## src/rtl/next_state_sequencer.sv

```systemverilog
// Microsequencer next-state logic: selects the following microstore state from the
// control word, condition and moc, and aborts moc waits that exceed MOC_TIMEOUT edges.
module next_state_sequencer #(
  parameter int         MOC_TIMEOUT = 15,
  parameter logic [6:0] ERR_STATE   = 7'd0
) (
  input  logic       clk,
  input  logic       reset,
  input  logic [2:0] N,
  input  logic [6:0] CR,
  input  logic       inv,
  input  logic       cond,
  input  logic       moc,
  input  logic [6:0] encState,
  output logic [6:0] currentState,
  output logic       timeout
);

  // Counter wide enough for MOC_TIMEOUT-1, never narrower than 4 bits.
  localparam int WCW = (MOC_TIMEOUT < 16) ? 4 : $clog2(MOC_TIMEOUT + 1);
  localparam logic [WCW-1:0] WAIT_LAST = WCW'(MOC_TIMEOUT - 1);

  logic [6:0]     state_reg, state_next;
  logic [WCW-1:0] wait_cnt_reg, wait_cnt_next;
  logic           timeout_reg, timeout_next;
  logic           c;
  logic [6:0]     inc;
  logic           hold;

  assign c    = cond ^ inv;
  assign inc  = state_reg + 7'd1;
  assign hold = (N[2:1] == 2'b11) && !moc;

  always_comb begin
    state_next    = state_reg;
    wait_cnt_next = '0;
    timeout_next  = 1'b0;
    unique case (N)
      3'b000: state_next = encState;
      3'b001: state_next = 7'd0;
      3'b010: state_next = CR;
      3'b011: state_next = inc;
      3'b100: state_next = c ? CR : inc;
      3'b101: state_next = c ? CR : encState;
      3'b110: state_next = moc ? inc : state_reg;
      3'b111: state_next = moc ? CR : state_reg;
      default: state_next = state_reg;
    endcase
    // A hold that would exceed the wait budget becomes an abort to ERR_STATE.
    if (hold) begin
      if (wait_cnt_reg == WAIT_LAST) begin
        state_next   = ERR_STATE;
        timeout_next = 1'b1;
      end else begin
        wait_cnt_next = wait_cnt_reg + 1'b1;
      end
    end
  end

  always_ff @(posedge clk) begin
    if (reset) begin
      state_reg    <= 7'd0;
      wait_cnt_reg <= '0;
      timeout_reg  <= 1'b0;
    end else begin
      state_reg    <= state_next;
      wait_cnt_reg <= wait_cnt_next;
      timeout_reg  <= timeout_next;
    end
  end

  assign currentState = state_reg;
  assign timeout      = timeout_reg;

endmodule

```

## config.mk

```make
export PLATFORM = sky130hd
export DESIGN_NAME = next_state_sequencer
export DESIGN_NICKNAME = d
export VERILOG_FILES = /design/src/rtl/next_state_sequencer.sv
export SDC_FILE = /design/constraint.sdc
export NUM_CORES = 1
export LEC_CHECK = 0
export CAP_MARGIN = 0
export CORE_MARGIN = 5
export CORE_UTILIZATION = 48
export CTS_CLUSTER_SIZE = 25
export DETAILED_ROUTE_END_ITERATION = 8
export PLACE_DENSITY = 0.83
export SLEW_MARGIN = 20
export SYNTH_ARGS = -nofsm -noshare
export SYNTH_HDL_FRONTEND = slang
export SYNTH_SLANG_ARGS = --single-unit
```

## constraint.sdc

```tcl
create_clock -name clk -period 2.8 [get_ports clk]
set_clock_uncertainty 0.05 [all_clocks]
set_input_delay 0.28 -clock clk [delete_from_list [all_inputs] [get_ports clk]]
set_output_delay 0.28 -clock clk [all_outputs]
set_load 0.01 [all_outputs]
```

==> results.md <==
Routing:
- After detailed routing, the average wire length per cell comes to 14.5 um.
- For this block, the routed nets add up to 2550 um of wire.
- For this run, design rule violations remaining after detail routing come to 0.
- The first detailed-routing pass took 4 iterations.
- The routed layout has 1,092 vias.
- Once detail routing completed, the nets flagged for antenna violations numbered 0.
- The violation count after the first detailed-route iteration is 60.
- The average vias per placed instance is 6.20.

Global route:
- The total overflow left after global routing is 0.
- The initial antenna violation count was 0.
- The first global-routing pass estimated 4060 um of wire.
- In the global route stage, overall resource usage came out at 18.6%.
- Entering global routing, the biggest net connects 16 pins.
- The number of global-route vias before repair is 1,003.

STA:
- The final setup violation count is 0.
- Summed over all failing endpoints, the final setup total negative slack is 0 ps.
- The max-slew headroom at the worst pin is 65.1%.
- The transition time of the tightest slew-check pin is 521 ps.
- The maximum clock frequency is 495 MHz.
- The worst setup margin is 780 ps.
- The clock period minus worst slack is about 2000 ps.
- Setup repair after global routing left no endpoint under its margin.
- The final critical path takes up roughly 70% of the cycle.
- The number of pins with negative max-slew slack in the final report came to 0.
- The number of hold violations in the final report was 0.

Clock network:
- Post-CTS timing repair inserted 0 buffers for setup.
- For the worst-skew pair, the clock arrives at the later sink with an insertion delay of 280 ps.
- The clock tree root driver cell is sky130_fd_sc_hd__clkbuf_4.
- In this run, post-CTS repair resized a total of 0 instances.
- Counting every sink on the clock net gives 12.
- The number of CTS-inserted buffers is 3.
- The clock transition time at the flip-flop clock pins of the worst setup and hold paths is 80 ps.
- CTS built an H-tree with a depth of 1.
- The longest clock path from root to sink contains 2 buffers.
- The TritonCTS clock tree is yes.
- The number of hold buffers added after CTS was 0.

Critical path:
- The signal on the critical path passes through clkdlybuf4s50_1, and3b_1, a311oi_2, nor2_1, o221ai_1, a31oi_1.
- Data arrives at the worst endpoint at 2130 ps.
- The largest incremental delay on the critical path is 670 ps.
- The family with the most delay on the worst path is compound AO/OA/AOI/OAI gates.
- The nature of the critical path endpoint is a flop.
- The worst setup path is launched from an input pin.
- The worst setup path category is input pin to flop.
- The slowest stage of the critical path is the sky130_fd_sc_hd__clkdlybuf4s50_1 cell.
- The maximum fanout along the worst path is 15.
- The data required time at the worst endpoint is 2910 ps.
- The buffers plus inverters on the worst setup path is 1.

Placed design:
- The half-perimeter wire length of the detailed placement result is roughly 2000 um.
- The count of placed standard cells including taps is ~170.
- The global placement routability congestion is 0.878.
- The number of buffer cells added on primary ports is 29.
- The pre-CTS setup slack is roughly 530 ps.

Logic synthesis:
- The Yosys step of the flow raised 0 warnings.
- The cell count after synthesis came out at 123.
- The synthesized design contains 0 enable-type register cells.
- The sequential element share of the synthesized area is 26.1%.
- The cell type with the highest aggregate area in the netlist is sky130_fd_sc_hd__dfxtp_1.
- In the synthesized netlist the async set-or-reset flop fraction comes to 0%.
- Sorting the synthesized cells by area gives the leading types as sky130_fd_sc_hd__dfxtp_1 (26%), sky130_fd_sc_hd__nor2_1 (6.1%), sky130_fd_sc_hd__nand2_1 (4.5%).
- In this run the biggest area consumer among cell types represents about a quarter of the synthesized area.
- The flip-flop and latch count after synthesis is 12.
- Counting every net in the synthesized netlist gives 148.
- In the synthesized netlist the dominant register cell turns out to be sky130_fd_sc_hd__dfxtp_1.
- The number of different library cells used by synthesis comes to 42.
- The average instance in the mapped netlist occupies 7.49 um2.
- After synthesis the cells add up to 921 um2.

Worst hold path:
- The class of the worst hold path is flop to flop.

Floorplan:
- The die area is about 2900 um2.
- 30 I/O pins were placed.
- The floorplan has 15 rows.
- The floorplan die width is ~54 um.
- For this configuration, the core starts out at a cell density of 51.6%.
- The area of the core is ~1800 um2.
- The die is 53.8 um tall.

Pwr:
- In this run the power density over the cells is 374 nW/um2.
- The design draws ~470 uW.
- The highest ir drop seen on vdd is 0.393 mV.
- The total leakage power is 0.468 nW.

Layout:
- The antenna diode instance count is 0.
- Relative to the synthesized area, the layout overhead comes to 36.8%.
- At the end of the flow the core is filled with cells to 70.7%.
- The layout cell share with drive strength beyond 1 is 6.62%.
- After the last flow step, the layout net total stands at around 180.
- The register with the most flip-flops in the layout has 7 of them.
- The final cell count without fillers is 176.

Flow run:
- Max-cap violations in this run came to 0.

Outcome:
- The run finished with clean final reports.
==> cells in the final DEF (no fill, tap or decap), types with 3 or more instances in the layout <==
master                            count
sky130_fd_sc_hd__clkdlybuf4s50_1     29
sky130_fd_sc_hd__nor2_1              15
sky130_fd_sc_hd__dfxtp_1             12
sky130_fd_sc_hd__nand2_1             11
sky130_fd_sc_hd__nand3_1              7
sky130_fd_sc_hd__a21oi_1              7
sky130_fd_sc_hd__inv_1                6
sky130_fd_sc_hd__a31oi_1              5
sky130_fd_sc_hd__nor3_1               4
sky130_fd_sc_hd__o22ai_1              4
sky130_fd_sc_hd__or2_1                3
sky130_fd_sc_hd__nor2b_1              3
sky130_fd_sc_hd__o21ai_0              3
sky130_fd_sc_hd__ha_1                 3
sky130_fd_sc_hd__clkbuf_4             3
==> kinds of logic (layout without fill, tap and decap cells) <==
group | Yosys count | in the layout | share of synthesized area (%)
AOI/OAI and AO/OA | 40 | 40 | 31.7
muxes | 2 | 2 | 2.17
and+or+nand+nor | 49 | 49 | 25.3
adders and majority gates | 3 | 3 | 4.08
xor gates and xnor gates | 4 | 4 | 4.62
buffers and inverters | 13 | 41 | 6.11
DFF | 12 | 12 | 26.1
==> cells in the mapped netlist, drive strengths merged, types with 2 or more instances <==
cell / n
nor2: 15
dfxtp: 12
nand2: 11
a21oi: 7
nand3: 7
inv: 6
a31oi: 5
o21ai: 5
buf: 4
nor3: 4
o22ai: 4
clkbuf: 3
ha: 3
nor2b: 3
or2: 3
a211oi: 2
a21o: 2
a32oi: 2
mux2i: 2
nand2b: 2
o221ai: 2
xnor2: 2
xor2: 2
==> area by class of cell <==
type                            instances  area [um2]
Tap cell                               25        31.3
Clock buffer                            4        36.3
Fill cell                             155         523
Inverter                                6        22.5
Multi-Input combinational cell         98         624
Timing Repair Buffer                   31         305
Sequential cell                        12         240
==> layer usage <==
layer | routed length [um] | share of wire [%] | vias to the layer above | global-route usage (%)
met5 | 0 | 0 | - | 0
met4 | 8 | 0.31 | 0 | 4.26
met3 | 244 | 9.6 | 2 | 4.71
met2 | 1240 | 49 | 73 | 32.1
met1 | 1050 | 41 | 498 | 23.0
li1 | - | - | 519 | -
==> power breakdown <==
group | internal [mW] | switching, mW
clock network | 0.0791 | 0.0596
registers | 0.180 | 0.0135
logic | 0.0739 | 0.0661
==> final timing paths <==
path | slack [ps] | cells past startpoint | startpoint | endpoint
hold / removal | 430 | 1 | wait_cnt_reg[0] | wait_cnt_reg[0]
hold reg to reg | 430 | 1 | wait_cnt_reg[0] | wait_cnt_reg[0]
setup / recovery | 780 | 6 | N[0] | currentState[4]
setup reg to reg | 1220 | 5 | currentState[0] | currentState[6]
==> through the flow <==
| step | hold WS [ps] | cell area, um2 |
|---|---|---|
| finish | 431 | 1260 |
| global route | 445 | 1260 |
| CTS | 434 | 1260 |
| detailed placement | 411 | 1220 |
| global placement | 395 | 1220 |
| floorplan | 309 | 921 |
(Power assumes the default switching activity.)
